$ cat src/rtl/clock_time_ctrl_if.sv
// Button and display bus of the digital clock timekeeping controller.
// The display/button side uses the master modport; the controller uses
// the slave modport.
interface clock_time_ctrl_if;
  logic       mode_btn;  // single-cycle pulse, advances the set-mode machine
  logic       inc_btn;   // single-cycle pulse, increments the edited field
  logic [4:0] hours;     // 0..23
  logic [5:0] minutes;   // 0..59
  logic [5:0] seconds;   // 0..59
  logic [1:0] mode;      // 0 RUN, 1 SET_HOUR, 2 SET_MIN
  logic       tick;      // one-cycle timebase pulse, RUN only
  logic       blink;     // flash strobe for the field being edited

  modport master (
    output mode_btn,
    output inc_btn,
    input  hours,
    input  minutes,
    input  seconds,
    input  mode,
    input  tick,
    input  blink
  );

  modport slave (
    input  mode_btn,
    input  inc_btn,
    output hours,
    output minutes,
    output seconds,
    output mode,
    output tick,
    output blink
  );
endinterface

$ cat src/rtl/clock_time_ctrl.sv
// Timekeeping controller for the digital clock.
// A free-running prescaler produces a one-cycle strobe every DIV cycles.
// In RUN the strobe advances hh:mm:ss with full carry in a single edge.
// Two button pulses walk a RUN -> SET_HOUR -> SET_MIN -> RUN machine in
// which inc_btn bumps the edited field. Every output is a flop.
module clock_time_ctrl #(
  parameter int unsigned CLK_HZ  = 10,
  parameter int unsigned TICK_HZ = 1
) (
  input  logic               clk,
  input  logic               rst,
  clock_time_ctrl_if.slave   bus
);

  // Prescaler geometry; DIV must be at least 2 for the strobe to be a pulse.
  localparam int unsigned DIV      = CLK_HZ / TICK_HZ;
  localparam logic [31:0] DIV_LAST = 32'(DIV - 1);
  localparam logic [31:0] DIV_HALF = 32'(DIV / 2);

  typedef enum logic [1:0] {
    ST_RUN      = 2'd0,
    ST_SET_HOUR = 2'd1,
    ST_SET_MIN  = 2'd2
  } mode_e;

  // Hour increment with 23 -> 0 wrap.
  function automatic logic [4:0] next_hour(input logic [4:0] h);
    logic [4:0] r;
    if (h == 5'd23) begin
      r = 5'd0;
    end else begin
      r = h + 5'd1;
    end
    return r;
  endfunction

  // Minute/second increment with 59 -> 0 wrap.
  function automatic logic [5:0] next_sixty(input logic [5:0] v);
    logic [5:0] r;
    if (v == 6'd59) begin
      r = 6'd0;
    end else begin
      r = v + 6'd1;
    end
    return r;
  endfunction

  logic [31:0] cnt_q,     cnt_d;
  logic [4:0]  hours_q,   hours_d;
  logic [5:0]  minutes_q, minutes_d;
  logic [5:0]  seconds_q, seconds_d;
  mode_e       mode_q,    mode_d;
  logic        tick_q,    tick_d;
  logic        blink_q,   blink_d;
  logic        strobe_s;

  // Timebase strobe: last count of the prescaler period.
  always_comb begin
    if (cnt_q == DIV_LAST) begin
      strobe_s = 1'b1;
    end else begin
      strobe_s = 1'b0;
    end
  end

  // Next-state logic for prescaler, time fields, mode machine and strobes.
  always_comb begin
    // Prescaler free-runs in every mode and wraps after DIV_LAST.
    if (strobe_s) begin
      cnt_d = 32'd0;
    end else begin
      cnt_d = cnt_q + 32'd1;
    end
    hours_d   = hours_q;
    minutes_d = minutes_q;
    seconds_d = seconds_q;
    mode_d    = mode_q;
    tick_d    = 1'b0;

    case (mode_q)
      ST_RUN: begin
        if (bus.mode_btn) begin
          // Entering set mode drops a coincident strobe and zeroes seconds.
          mode_d    = ST_SET_HOUR;
          seconds_d = 6'd0;
        end else if (strobe_s) begin
          tick_d    = 1'b1;
          seconds_d = next_sixty(seconds_q);
          if (seconds_q == 6'd59) begin
            minutes_d = next_sixty(minutes_q);
            if (minutes_q == 6'd59) begin
              hours_d = next_hour(hours_q);
            end else begin
              hours_d = hours_q;
            end
          end else begin
            minutes_d = minutes_q;
          end
        end else begin
          seconds_d = seconds_q;
        end
      end
      ST_SET_HOUR: begin
        seconds_d = 6'd0;
        if (bus.mode_btn) begin
          mode_d = ST_SET_MIN;
        end else if (bus.inc_btn) begin
          hours_d = next_hour(hours_q);
        end else begin
          hours_d = hours_q;
        end
      end
      ST_SET_MIN: begin
        seconds_d = 6'd0;
        if (bus.mode_btn) begin
          // Restart the prescaler so the first tick lands DIV cycles later.
          mode_d = ST_RUN;
          cnt_d  = 32'd0;
        end else if (bus.inc_btn) begin
          // Minutes wrap without carrying into hours while editing.
          minutes_d = next_sixty(minutes_q);
        end else begin
          minutes_d = minutes_q;
        end
      end
      default: begin
        // Unused encoding: fall back to RUN with a clean seconds field.
        mode_d    = ST_RUN;
        seconds_d = 6'd0;
      end
    endcase

    // Blink is aligned with the registered mode and prescaler it describes.
    if ((mode_d != ST_RUN) && (cnt_d < DIV_HALF)) begin
      blink_d = 1'b1;
    end else begin
      blink_d = 1'b0;
    end
  end

  // State and output registers, cleared asynchronously by rst.
  always_ff @(posedge clk or posedge rst) begin
    if (rst) begin
      cnt_q     <= 32'd0;
      hours_q   <= 5'd0;
      minutes_q <= 6'd0;
      seconds_q <= 6'd0;
      mode_q    <= ST_RUN;
      tick_q    <= 1'b0;
      blink_q   <= 1'b0;
    end else begin
      cnt_q     <= cnt_d;
      hours_q   <= hours_d;
      minutes_q <= minutes_d;
      seconds_q <= seconds_d;
      mode_q    <= mode_d;
      tick_q    <= tick_d;
      blink_q   <= blink_d;
    end
  end

  assign bus.hours   = hours_q;
  assign bus.minutes = minutes_q;
  assign bus.seconds = seconds_q;
  assign bus.mode    = mode_q;
  assign bus.tick    = tick_q;
  assign bus.blink   = blink_q;

endmodule
$ cat src/flat_wrapper.sv
// flat-port wrapper written by rule: the top's interface ports become plain ports
module clock_time_ctrl_flat 
#(
  parameter int unsigned CLK_HZ  = 10,
  parameter int unsigned TICK_HZ = 1
)
  (clk, rst, bus_mode_btn, bus_inc_btn, bus_hours, bus_minutes, bus_seconds, bus_mode, bus_tick, bus_blink);
  clock_time_ctrl_if bus_i ();
  input  logic clk;
  input  logic rst;
  input wire logic [$bits(bus_i.mode_btn)-1:0] bus_mode_btn;
  input wire logic [$bits(bus_i.inc_btn)-1:0] bus_inc_btn;
  output wire logic [$bits(bus_i.hours)-1:0] bus_hours;
  output wire logic [$bits(bus_i.minutes)-1:0] bus_minutes;
  output wire logic [$bits(bus_i.seconds)-1:0] bus_seconds;
  output wire logic [$bits(bus_i.mode)-1:0] bus_mode;
  output wire logic [$bits(bus_i.tick)-1:0] bus_tick;
  output wire logic [$bits(bus_i.blink)-1:0] bus_blink;
  assign bus_i.mode_btn = bus_mode_btn;
  assign bus_i.inc_btn = bus_inc_btn;
  assign bus_hours = bus_i.hours;
  assign bus_minutes = bus_i.minutes;
  assign bus_seconds = bus_i.seconds;
  assign bus_mode = bus_i.mode;
  assign bus_tick = bus_i.tick;
  assign bus_blink = bus_i.blink;
  clock_time_ctrl #(.CLK_HZ(CLK_HZ), .TICK_HZ(TICK_HZ)) u_core (.clk(clk), .rst(rst), .bus(bus_i));
endmodule
$ cat config.mk
export PLATFORM = sky130hd
export DESIGN_NAME = clock_time_ctrl_flat
export DESIGN_NICKNAME = d
export VERILOG_FILES = /design/src/rtl/clock_time_ctrl_if.sv /design/src/rtl/clock_time_ctrl.sv /design/src/flat_wrapper.sv
export SDC_FILE = /design/constraint.sdc
export NUM_CORES = 1
export LEC_CHECK = 0
export CAP_MARGIN = 10
export CORE_AREA = 2 2 87 89
export DETAILED_ROUTE_END_ITERATION = 10
export DIE_AREA = 0 0 89 91
export PLACE_DENSITY_LB_ADDON = 0.05
export SLEW_MARGIN = 0
export SYNTH_ARGS = -nofsm -noshare
export SYNTH_HDL_FRONTEND = slang
export SYNTH_SLANG_ARGS = --single-unit
export TNS_END_PERCENT = 20
$ cat constraint.sdc
create_clock -name clk -period 3.9 [get_ports clk]
set_clock_uncertainty 0.1 [all_clocks]
set_input_delay 0.78 -clock clk [delete_from_list [all_inputs] [get_ports clk]]
set_output_delay 0.78 -clock clk [all_outputs]
set_load 0.01 [all_outputs]
* Word level (Yosys, flattened, before mapping)
Cells that the tools add are included.
Widths: inputs -> output; s select.
** Cells by class
- Add/sub/neg operators :: 4
- $lt $le $gt $ge :: 1
- Eq/ne operators :: 15
- Multiplexer cells :: 31
- Reduce and logical (&&, ||, !) cells :: 7
** Operators with widths (number)
- $mux 32 :: 3
- $mux 6 :: 10
- $mux 5 :: 7
- $add 32x1->32 const B :: 1
- $eq 32x4->1 const B :: 1
- $lt 32x3->1 const B :: 1
- $add 6x1->6 const B :: 2
- $eq 6x6->1 const B :: 2
- $pmux 6 s2 :: 1
- $ne 2x2->1 const B :: 5
- $pmux 5 s2 :: 1
- $reduce_and 7->1 :: 1
- $mux 2 :: 3
- $ne 2x1->1 const B :: 3
- $pmux 2 s3 :: 1
- $reduce_and 6->1 :: 1
- $reduce_bool 2->1 :: 3
- $add 5x1->5 const B :: 1
- $eq 5x5->1 const B :: 1
- $mux 1 :: 5
- $ne 3x2->1 const B :: 1
- $eq 2x1->1 const B :: 1
- $eq 2x2->1 const B :: 1
- $logic_not 2->1 :: 1
- $logic_and 1x1->1 :: 1
** Storage, ports and cells
- Register bits :: 53
- Input bits :: 4
- Output and inout bits :: 21
- Word-level logic and storage cells :: 65

* Longest topological paths before layout
Gate-level depths: netlist of run 1.
- Depth after elaboration :: 8
- Mapped depth :: 10
- Depth with buffers taken out :: 9

* Worst setup path after synthesis of run 1
Ideal clock, no wire load.
- Path type :: register -> register
- Start point :: reg u_core.cnt_q[0]
- End point :: reg u_core.blink_q (netlist: u_core.bus.blink)
- Setup time :: 0.099 ns
- Data arrival time :: 2.508 ns
- Required time :: 3.701 ns
- Setup slack :: 1.193 ns
- Cell stages (with the launch flop) :: 10
- Buffers on the path :: 1
- Clock period less this slack :: 2.707 ns
- Cell sequence :: dfrtp_1 ha_1 clkbuf_1 nand3_1 or2_0 or4_1 mux2i_1 a211o_1 or3_1 a311oi_1
** On the way
- Word-level cells in the longest chain between the ends :: 8
- Elaborated cells between the ends (all ways) :: 9
- Those cells by class :: add/sub: 1; order compare: 1; eq/ne: 1; mux: 5; reduce/logical: 1
** Ends and longest elaborated chain
- start: declaration :: line clock_time_ctrl.sv:48 : logic [31:0] cnt_q, cnt_d;
- start signal: assignment :: line clock_time_ctrl.sv:152 : cnt_q <= cnt_d;
- branches (longest 2 deep; another with $add 32x1->32)
- $mux 32 (*) :: line clock_time_ctrl.sv:69 : if (strobe_s) begin
- $mux 32 :: line clock_time_ctrl.sv:115 : if (bus.mode_btn) begin
- $mux 32 (*) :: line clock_time_ctrl.sv:80 : case (mode_q)
- $lt 32x3->1 (*) :: line clock_time_ctrl.sv:134 : if ((mode_d != ST_RUN) && (cnt_d < DIV_HALF)) begin
- $logic_and 1x1->1 (*) :: line clock_time_ctrl.sv:134
- $mux 1 (*) :: line clock_time_ctrl.sv:134
- via u_core.blink_d :: line clock_time_ctrl.sv:54 : logic blink_q, blink_d;
- end signal: assignment :: line clock_time_ctrl.sv:158 : blink_q <= blink_d;
- end: declaration :: line clock_time_ctrl.sv:54
Mark *: on every way through the listed nets, which the timed path passes.
A chain may end at the register's enable or synchronous reset.

* Worst setup path in the final report of run 1
- Start point :: reg u_core.cnt_q[0]
- End point :: reg u_core.blink_q (netlist: u_core.bus.blink)
** On the way
- Word-level cells in the longest chain between the ends :: 8
- Elaborated cells between the ends (all ways) :: 9
- Those cells by class :: add/sub: 1; order compare: 1; eq/ne: 1; mux: 5; reduce/logical: 1
** Ends and longest elaborated chain (line)
- branches (longest 2 deep; another with $add 32x1->32)
- $mux 32 (*) :: clock_time_ctrl.sv:69
- $mux 32 :: clock_time_ctrl.sv:115
- $mux 32 (*) :: clock_time_ctrl.sv:80
- via u_core.cnt_d[18] :: clock_time_ctrl.sv:48
- $lt 32x3->1 (*) :: clock_time_ctrl.sv:134
- $logic_and 1x1->1 (*) :: clock_time_ctrl.sv:134
- $mux 1 (*) :: clock_time_ctrl.sv:134
- via u_core.blink_d :: clock_time_ctrl.sv:54
Marked as above.

==> impl_metrics.csv, run 1 <==
group,metric,value,unit
outcome,run_status,"finished, final reports clean",
layout,number_of_antenna_repair_diodes,0,
floorplanning,coreArea,7140,µm²
synth,synth-xor-area-share,10.1,%
timing,timing.final.hold_violations,0,
detailed_routing,detail-route-antenna-nets,0,
timing,max_slew.worst_pin.slew,609,ps
timing,report.final.setup_viol,0,
floorplanning,num_rows,31,
synth,ys_seq_elements,53,
floorplanning,initial_utilization,43.7,%
synth,syn-num-nets,356,
synth,adder_cell_share_of_the_synthesized_area,2.33,%
job,max_cap_viol_count,0,
cts,clock_latency,310,ps
synth,synth_top_area_share,42.5,%
layout,finish.net_count,368,
detailed_routing,drt-vias-per-instance,5.57,
timing,finalWorstSetupSlack,867,ps
synth,syn_inst,347,
placement,place.detailed.hpwl,5280,µm
worst_setup_path,timing.critical_path.arrival,3140,ps
worst_setup_path,reg2regPathDepth,8,
synth,post_synth.cell_area_avg,8.99,µm²
layout,layout-drive-gt1-share,5.83,%
worst_setup_path,critPathKind,"reg2reg",
min_path,min_delay_src,"u_core.bus.minutes[4]",
synth,synth.yosys.seq_area_share,42.5,%
worst_setup_path,worst-path-max-fanout,16,
cts,clk_pin_slew,100,ps
power_and_ir_drop,power_density,459,nW/µm²
worst_setup_path,setup.reg_to_reg.worst_slack,870,ps
worst_setup_path,worst_r2r_endpoint,"u_core.bus.blink",
cts,post_cts_resized,0,
power_and_ir_drop,leakage,1.42,nW
synth,ys.warnings.count,0,
floorplanning,die_height,91,µm
power_and_ir_drop,comb_power_share,33.7,%
cts,cts.sink_count,53,
synth,synth_cell_types,50,
detailed_routing,detailroute.via_count,2558,
min_path,timing.hold.worst_path_depth,1,
global_route,via_count_of_the_first_global_routing_pass,2440,
floorplanning,floorplan.die_area,8100,µm²
cts,cts_tree,"done",
placement,placement.setup.worst_slack,867,ps
cts,clock_path_buffers,2,
timing,period_minus_slack,3030,ps
timing,setup-tns-final,0,ps
cts,post_cts_hold_buffer_count,0,
placement,port_buffers,24,
synth,synth-compound-area-share,8.54,%
detailed_routing,detail_route.first_pass.iterations,4,
worst_setup_path,critical_path.startpoint_type,"flop",
power_and_ir_drop,p_clk_share,19.4,%
layout,instances_no_fill,459,
timing,timing.slew.headroom,59.1,%
timing,grt_setup_unrepaired,"false",
cts,post_cts_buffers,0,
placement,cell_count_after_placement,451,
layout,final_core_util,48.9,%
floorplanning,die_w,89,µm
placement,place_congestion,0.868,
detailed_routing,avgRoutedWirePerCell,15.6,µm
min_path,worst_min_delay_path_endpoint,"u_core.bus.minutes[4]",
floorplanning,floorplan.io_pins,25,
min_path,worst_hold_path_type,"reg2reg",
timing,final.period_utilization,77.8,%
detailed_routing,drt_wl_total,7140,µm
worst_setup_path,crit-reg2reg-launch,"u_core.cnt_q[0]",
global_route,grt_antenna_before_repair,0,
synth,synth_area,3120,µm²
worst_setup_path,nature_of_the_critical_path_endpoint,"flop",
global_route,first_pass_grt_wire_length,12200,µm
detailed_routing,detail_route.iter0.violations,94,
cts,cts_htree_levels,2,
power_and_ir_drop,p_sw,0.582,mW
synth,post-synth-top-area-cell,"sky130_fd_sc_hd__dfrtp_1",
power_and_ir_drop,irDropWorstVdd,0.190,mV
layout,area_delta_synth_final,12.0,%
cts,clock-root-buffer,"sky130_fd_sc_hd__clkbuf_8",
synth,synth.area.mux_share,2.45,%
layout,final.fill_count,715,
worst_setup_path,critPathRequiredTime,4000,ps
detailed_routing,remaining_routing_drc_violations,0,
power_and_ir_drop,internal_power,1.02,mW
cts,numCtsBuffers,5,
timing,timing.fmax,330,MHz
synth,synth_top_family_by_area,"simple AND/OR/NAND/NOR gates",
power_and_ir_drop,pwr-share-seq,46.9,%
power_and_ir_drop,power.switching_fraction,36.3,%
synth,synth_simple_gate_area_share,30.4,%
timing,final.hold.worst_slack,406,ps
timing,slew_viol_final,0,
synth,synthTopCellsByArea,"sky130_fd_sc_hd__dfrtp_1 43%, sky130_fd_sc_hd__xnor2_1 7.6%, sky130_fd_sc_hd__nor2_1 5.7%",
global_route,globalRouteTotalUtil,19.1,%
global_route,maximum_number_of_pins_on_one_net_before_global_route_repair,28,
global_route,globalRouteOverflowTotal,0,
## worst max path at each step
stage | end | slack [ps] | cells after the start | start
floorplan | u_core.bus.blink | 1190 | 9 | u_core.cnt_q[0]
global placement | u_core.bus.blink | 890 | 6 | bus_mode_btn
detailed placement | u_core.bus.blink | 870 | 6 | bus_mode_btn
CTS | u_core.bus.blink | 830 | 8 | u_core.cnt_q[0]
global route | u_core.bus.blink | 670 | 8 | u_core.cnt_q[0]
finish | u_core.bus.blink | 870 | 8 | u_core.cnt_q[0]
## state kept, by name, summed over array words and instances (netlist names)
register	count
u_core.bus.seconds	6
u_core.bus.hours	5
u_core.bus.tick	1
u_core.bus.mode	2
u_core.cnt_q	32
u_core.bus.minutes	6
u_core.bus.blink	1
## per-stage QoR
stage	total power, mW	cell area [µm²]
after floorplan	1.10	3120
after global placement	1.30	3410
after detailed placement	1.31	3410
after CTS	1.63	3490
after global routing	1.72	3490
final	1.60	3490
## layer usage
layer | global-route usage, % | routed length [µm] | vias to the layer above
met2 | 30.4 | 3420 | 48
met4 | 4.98 | 92 | 0
met1 | 26.7 | 3380 | 1244
met3 | 3.36 | 250 | 9
met5 | 0 | 0 | -
li1 | - | - | 1257
## area by class of cell
cell class	count	area, µm²	share of cell area, %
multi-input cells	267	1680	48.0
flip-flops and latches	53	1330	38.0
repair buffers	26	255	7.31
well taps	99	124	3.55
clock buffers	6	72.6	2.08
inverters	6	22.5	0.645
clock inverters	2	15.0	0.430
## Yosys cell counts, drive strengths merged
master / number
inv: 6
a211oi: 1
nand4: 10
mux2: 5
or3: 6
o211ai: 1
xnor2: 27
a21boi: 1
nand4b: 2
mux2i: 2
ha: 5
and4b: 1
dfrtp: 53
o41ai: 1
o21ai: 9
o31ai: 3
nor4: 12
or4: 6
a2111oi: 1
a31oi: 1
or2: 2
nand3: 24
nor4b: 2
xor2: 9
a311oi: 3
and2: 5
a21oi: 8
nor2: 47
o22ai: 1
nand3b: 2
nor2b: 2
maj3: 1
buf: 12
a211o: 1
a41oi: 3
and4: 5
nor3: 15
clkbuf: 9
and3: 4
a21o: 4
o211a: 1
nand2: 34
## worst max-delay path: stages (launching register included)
cell                       delay (ps)
sky130_fd_sc_hd__dfrtp_1          450
sky130_fd_sc_hd__ha_1             170
sky130_fd_sc_hd__nor4b_2          250
sky130_fd_sc_hd__nand3_1          120
sky130_fd_sc_hd__or4_4            650
sky130_fd_sc_hd__nand2_2          300
sky130_fd_sc_hd__nor2_1           110
sky130_fd_sc_hd__or4_1            530
sky130_fd_sc_hd__a311oi_1         260
## kinds of logic after synthesis
family | count (synthesis)
muxes | 7
buffers and inverters | 27
AOI/OAI and AO/OA | 39
DFF | 53
and+or+nand+nor | 179
adders and majority gates | 6
xor gates and xnor gates | 36
## power groups by stage
stage,sequential [mW],clock (mW),combinational [mW]
detailed placement,0.763,0,0.548
floorplan,0.734,0,0.371
finish,0.751,0.310,0.540
global placement,0.759,0,0.543
CTS,0.752,0.328,0.551
global route,0.772,0.348,0.605
## cells in the final DEF, fill, tap and decap left out, types with 9 or more instances in the layout
master / count
sky130_fd_sc_hd__nor3_1: 14
sky130_fd_sc_hd__nand2_1: 33
sky130_fd_sc_hd__o21ai_0: 9
sky130_fd_sc_hd__xnor2_1: 27
sky130_fd_sc_hd__nor2_1: 47
sky130_fd_sc_hd__nor4_1: 10
sky130_fd_sc_hd__clkdlybuf4s50_1: 24
sky130_fd_sc_hd__dfrtp_1: 53
sky130_fd_sc_hd__nand4_1: 9
sky130_fd_sc_hd__nand3_1: 24
sky130_fd_sc_hd__xor2_1: 9
No activity file was read; power rests on OpenSTA's default activity.
==> inputs of run 2 (changes only) <==
==> constraint.sdc (replaced) <==
create_clock -name clk -period 3 [get_ports clk]
set_clock_uncertainty 0.1 [all_clocks]
set_input_delay 0.6 -clock clk [delete_from_list [all_inputs] [get_ports clk]]
set_output_delay 0.6 -clock clk [all_outputs]
set_load 0.01 [all_outputs]
==> run 2 against run 1 <==
  * Power up 32%
  * Flip-flop and latch count unchanged
  * Critical path type unchanged
  * Critical path depth unchanged
  * Die area unchanged
==> impl_metrics.csv, run 2 (synthesized netlist as in run 1, its figures left out) <==
group,metric,value,unit
outcome,run_status,"finished, final reports clean",
timing,period_minus_slack,2820,ps
floorplanning,initial_utilization,43.7,%
worst_setup_path,critical_path.startpoint_type,"flop",
layout,registers.top_by_ff_count,"u_core.cnt_q",
timing,finalWorstSetupSlack,184,ps
cts,numCtsBuffers,5,
detailed_routing,detailroute.via_count,2589,
cts,cts_htree_levels,2,
power_and_ir_drop,leakage,1.49,nW
timing,timing.fmax,355,MHz
worst_setup_path,critPathRequiredTime,3120,ps
floorplanning,floorplan.die_area,8100,µm²
layout,final_common_cell,"sky130_fd_sc_hd__dfrtp_1",
detailed_routing,detail_route.first_pass.iterations,4,
global_route,first_pass_grt_wire_length,12300,µm
power_and_ir_drop,irDropWorstVdd,0.363,mV
job,max_cap_viol_count,0,
timing,grt_setup_unrepaired,"false",
detailed_routing,avgRoutedWirePerCell,15.4,µm
cts,post_cts_hold_buffer_count,0,
detailed_routing,drt-vias-per-instance,5.49,
timing,slew_viol_final,0,
power_and_ir_drop,power_density,586,nW/µm²
placement,place.detailed.hpwl,5510,µm
cts,clk_pin_slew,100,ps
worst_setup_path,nature_of_the_critical_path_endpoint,"flop",
floorplanning,coreArea,7140,µm²
timing,timing.slew.headroom,62.1,%
detailed_routing,drt_wl_total,7290,µm
detailed_routing,detail_route.iter0.violations,123,
timing,report.final.setup_viol,0,
floorplanning,num_rows,31,
placement,placement.setup.worst_slack,153,ps
layout,non_filler_cell_area_final,3620,µm²
layout,most_frequent_cells_in_the_layout,"53 x sky130_fd_sc_hd__dfrtp_1, 47 x sky130_fd_sc_hd__nor2_1, 32 x sky130_fd_sc_hd__nand2_1, 27 x sky130_fd_sc_hd__xnor2_1",
cts,clock_path_buffers,2,
detailed_routing,remaining_routing_drc_violations,0,
timing,timing.final.hold_violations,0,
global_route,globalRouteTotalUtil,19.3,%
cts,clock-root-buffer,"sky130_fd_sc_hd__clkbuf_8",
layout,finish.net_count,381,
layout,final_core_util,50.7,%
layout,largest_register_ffs,32,
timing,max_slew.worst_pin.slew,568,ps
worst_setup_path,worst-path-max-fanout,6,
floorplanning,die_height,91,µm
global_route,maximum_number_of_pins_on_one_net_before_global_route_repair,29,
layout,number_of_antenna_repair_diodes,0,
global_route,grt_antenna_before_repair,0,
min_path,worst_hold_path_type,"reg2reg",
cts,clock_latency,320,ps
layout,layout-drive-gt1-share,9.92,%
cts,cts_tree,"done",
worst_setup_path,timing.critical_path.arrival,2930,ps
global_route,via_count_of_the_first_global_routing_pass,2451,
timing,setup-tns-final,0,ps
placement,place_congestion,0.921,
floorplanning,die_w,89,µm
layout,area_delta_synth_final,16.0,%
global_route,globalRouteOverflowTotal,0,
placement,port_buffers,24,
worst_setup_path,critPathKind,"reg2reg",
floorplanning,floorplan.io_pins,25,
detailed_routing,detail-route-antenna-nets,0,
timing,final.period_utilization,93.9,%
placement,post_dp_cell_area,3520,µm²
cts,cts.sink_count,53,
run 2: cell types whose count changed in the layout (fill, tap and decap cells not counted):
cell | before | now
sky130_fd_sc_hd__buf_4 | 2 | 14
sky130_fd_sc_hd__a2111oi_0 | 1 | 0
sky130_fd_sc_hd__a2111oi_1 | 0 | 1
sky130_fd_sc_hd__buf_12 | 0 | 1
sky130_fd_sc_hd__ha_1 | 5 | 4
sky130_fd_sc_hd__ha_2 | 0 | 1
sky130_fd_sc_hd__nand2_1 | 33 | 32
sky130_fd_sc_hd__nand2_2 | 1 | 2
sky130_fd_sc_hd__o41ai_1 | 1 | 0
sky130_fd_sc_hd__o41ai_2 | 0 | 1
run 2: per-layer routing:
metal	routed length (µm)	vias to the layer above	global-route usage [%]
met5	0	-	0
met4	146	0	5.72
met3	254	12	3.27
met2	3460	51	30.5
met1	3430	1242	27.1
li1	-	1284	-
run 2: path summary, 6_finish.rpt:
| check | startpoint | endpoint | cells after the start | slack (ps) |
|---|---|---|---|---|
| setup / recovery | u_core.cnt_q[0] | u_core.bus.blink | 8 | 180 |
| min in group asynchronous | rst | u_core.bus.hours[1] | 2 | 560 |
| max in group asynchronous | rst | u_core.cnt_q[20] | 3 | 1690 |
| setup reg to reg | u_core.cnt_q[0] | u_core.bus.blink | 8 | 180 |
| hold reg to reg | u_core.bus.minutes[4] | u_core.bus.minutes[4] | 1 | 420 |
| hold / removal | u_core.bus.minutes[4] | u_core.bus.minutes[4] | 1 | 420 |
run 2: critical path, cell delays in order (launching register included):
cell and delay [ps]:
sky130_fd_sc_hd__dfrtp_1 440, sky130_fd_sc_hd__ha_2 290, sky130_fd_sc_hd__nand2_1 110, sky130_fd_sc_hd__or4_1 580
sky130_fd_sc_hd__nor3_1 240, sky130_fd_sc_hd__xnor2_1 190, sky130_fd_sc_hd__nand4_1 120, sky130_fd_sc_hd__or3_1 400
sky130_fd_sc_hd__a311oi_1 260
run 2: stage by stage:
step           power, mW  std cells  hold WS [ps]
3_5_place_dp        1.73        464           417
5_1_grt             2.28        472           460
3_3_place_gp        1.72        464           394
6_report            2.12        472           420
4_1_cts             2.15        472           427
2_1_floorplan       1.44        347           392
run 2: final cells by class:
class                   instances  area, µm²
fillers                       710       3520
repair buffers                 39        365
multi-input cells             267       1690
inverters                       6       22.5
flip-flops and latches         53       1330
well taps                      99        124
clock buffers                   6       72.6
clock inverters                 2       15.0
run 2: power by group:
group / internal [mW] / switching (mW) / leakage (nW) / total, mW
sequential: 0.818 / 0.156 / 0.714 / 0.975
clock: 0.165 / 0.247 / 0.0374 / 0.412
combinational: 0.374 / 0.359 / 0.736 / 0.733
run 2: timing repair:
item,CTS,global route
buffers inserted,0,0
resized for setup,0,4
setup endpoints to repair,0,2
==> inputs of run 3 (changes only) <==
--- a/config.mk
+++ b/config.mk
@@ -10,6 +10,7 @@
 export DETAILED_ROUTE_END_ITERATION = 10
 export DIE_AREA = 0 0 89 91
 export PLACE_DENSITY_LB_ADDON = 0.05
+export RECOVER_POWER = 100
 export SLEW_MARGIN = 0
 export SYNTH_ARGS = -nofsm -noshare
 export SYNTH_HDL_FRONTEND = slang
==> run 3 against run 2 <==
  * Routed wire length down 0.45%
  * Cell count stayed put
  * Largest cell class unchanged
  * Power shrank 1.8%
  * Clock power barely moved
  * Global-route usage is the same
  * Sequential share of layout area is 0.28 points higher
  * First-iteration DRC count rose by 8.1%
  * Setup slack worse by 22 ps
==> impl_metrics.csv, run 3 (synthesized netlist as in run 1, its figures left out) <==
group,metric,value,unit
placement,place_congestion,0.921,
floorplanning,initial_utilization,43.7,%
min_path,min_delay_src,"u_core.bus.minutes[4]",
layout,largest_register_ffs,32,
cts,clock-root-buffer,"sky130_fd_sc_hd__clkbuf_8",
global_route,via_count_of_the_first_global_routing_pass,2451,
cts,post_cts_resized,0,
timing,timing.fmax,352,MHz
timing,final.period_utilization,94.6,%
cts,post_cts_buffers,0,
detailed_routing,drt_wl_total,7260,µm
layout,number_of_antenna_repair_diodes,0,
detailed_routing,detail-route-antenna-nets,0,
detailed_routing,detailroute.via_count,2571,
detailed_routing,detail_route.first_pass.iterations,4,
worst_setup_path,worst-path-max-fanout,6,
detailed_routing,detail_route.iter0.violations,133,
detailed_routing,drt-vias-per-instance,5.45,
power_and_ir_drop,power_density,580,nW/µm²
layout,layout-drive-gt1-share,8.85,%
worst_setup_path,critical_path.startpoint_type,"flop",
layout,final.fill_count,715,
timing,grt_setup_unrepaired,"false",
timing,setup-tns-final,0,ps
job,max_cap_viol_count,0,
layout,finish.net_count,381,
floorplanning,floorplan.die_area,8100,µm²
timing,timing.slew.headroom,35.0,%
timing,timing.final.hold_violations,0,
outcome,run_status,"finished, final reports clean",
cts,clock_latency,320,ps
cts,clk_pin_slew,100,ps
worst_setup_path,worst_r2r_endpoint,"u_core.bus.blink",
worst_setup_path,setup.reg_to_reg.worst_slack,160,ps
min_path,timing.hold.worst_path_depth,1,
global_route,maximum_number_of_pins_on_one_net_before_global_route_repair,29,
floorplanning,die_height,91,µm
detailed_routing,avgRoutedWirePerCell,15.4,µm
timing,period_minus_slack,2840,ps
global_route,globalRouteOverflowTotal,0,
placement,port_buffers,24,
layout,area_delta_synth_final,15.1,%
floorplanning,num_rows,31,
worst_setup_path,nature_of_the_critical_path_endpoint,"flop",
floorplanning,floorplan.io_pins,25,
placement,place.detailed.hpwl,5510,µm
floorplanning,coreArea,7140,µm²
floorplanning,die_w,89,µm
layout,final_common_cell,"sky130_fd_sc_hd__dfrtp_1",
cts,cts.sink_count,53,
timing,report.final.setup_viol,0,
cts,post_cts_hold_buffer_count,0,
timing,final.hold.worst_slack,415,ps
timing,max_slew.worst_pin.slew,975,ps
global_route,globalRouteTotalUtil,19.3,%
global_route,grt_antenna_before_repair,0,
global_route,first_pass_grt_wire_length,12300,µm
layout,most_frequent_cells_in_the_layout,"53 x sky130_fd_sc_hd__dfrtp_1, 47 x sky130_fd_sc_hd__nor2_1, 32 x sky130_fd_sc_hd__nand2_1, 27 x sky130_fd_sc_hd__xnor2_1, 24 x sky130_fd_sc_hd__nand3_1",
layout,registers.top_by_ff_count,"u_core.cnt_q",
power_and_ir_drop,irDropWorstVdd,0.363,mV
detailed_routing,remaining_routing_drc_violations,0,
cts,numCtsBuffers,5,
cts,clock_path_buffers,2,
min_path,worst_min_delay_path_endpoint,"u_core.bus.minutes[4]",
min_path,worst_hold_path_type,"reg2reg",
cts,cts_tree,"done",
timing,slew_viol_final,0,
worst_setup_path,critPathRequiredTime,3110,ps
power_and_ir_drop,leakage,1.52,nW
worst_setup_path,timing.critical_path.arrival,2950,ps
placement,placement.setup.worst_slack,153,ps
worst_setup_path,reg2regPathDepth,8,
worst_setup_path,crit-reg2reg-launch,"u_core.cnt_q[0]",
worst_setup_path,critPathKind,"reg2reg",
timing,finalWorstSetupSlack,163,ps
cts,cts_htree_levels,2,
-- run 3: changes by cell type in the layout (fill, tap and decap cells not counted), sizes merged --
cell	change
dlygate4sd3	+23
clkdlybuf4s50	-23
clkbuf	+3
buf	-3
-- run 3: report_power, final --
part	leakage, nW	internal (mW)	switching, mW
registers	0.714	0.818	0.152
clock network	0.0374	0.165	0.247
logic	0.771	0.341	0.359
total	1.52	1.32	0.759
-- run 3: worst max path at each step --
stage                            endpoint  depth (start not counted)  slack (ps)             from
floorplan                u_core.bus.blink                          9         290  u_core.cnt_q[0]
global placement         u_core.bus.blink                          7         210  u_core.cnt_q[3]
detailed placement       u_core.bus.blink                          8         150  u_core.cnt_q[0]
CTS                      u_core.bus.blink                          8         110  u_core.cnt_q[0]
global route        u_core.bus.minutes[5]                         10           5  u_core.cnt_q[1]
finish                   u_core.bus.blink                          8         160  u_core.cnt_q[0]
-- run 3: area by class of cell --
cell class / count / area [µm²] / area share [%]
clock inverter: 2 / 15.0 / 0.418
multi-input combinational: 267 / 1690 / 47.0
tap: 99 / 124 / 3.45
inverter: 6 / 22.5 / 0.627
sequential: 53 / 1330 / 36.9
clock buffer: 6 / 72.6 / 2.02
timing repair buffer: 39 / 343 / 9.55
-- run 3: critical path: stages (launching register included) --
cell and delay, ps:
sky130_fd_sc_hd__dfrtp_1 440, sky130_fd_sc_hd__ha_2 290, sky130_fd_sc_hd__nand2_1 110, sky130_fd_sc_hd__or4_1 580, sky130_fd_sc_hd__nor3_1 240, sky130_fd_sc_hd__xnor2_1 190, sky130_fd_sc_hd__nand4_1 120, sky130_fd_sc_hd__or3_1 390
sky130_fd_sc_hd__a311oi_1 280
-- run 3: layer usage --
| layer | global-route usage (%) | up-vias | wire [µm] |
|---|---|---|---|
| li1 | - | 1286 | - |
| met3 | 3.27 | 12 | 234 |
| met4 | 5.72 | 0 | 153 |
| met2 | 30.5 | 43 | 3460 |
| met5 | 0 | - | 0 |
| met1 | 27.1 | 1230 | 3410 |
-- run 3: through the flow --
step	area (µm²)	total power, mW	instances	util, %
2_1_floorplan	3120	1.44	347	-
3_3_place_gp	3520	1.72	464	49.3
3_5_place_dp	3520	1.73	464	49.3
4_1_cts	3600	2.15	472	50.5
5_1_grt	3590	2.24	472	50.3
6_report	3590	2.08	472	50.3
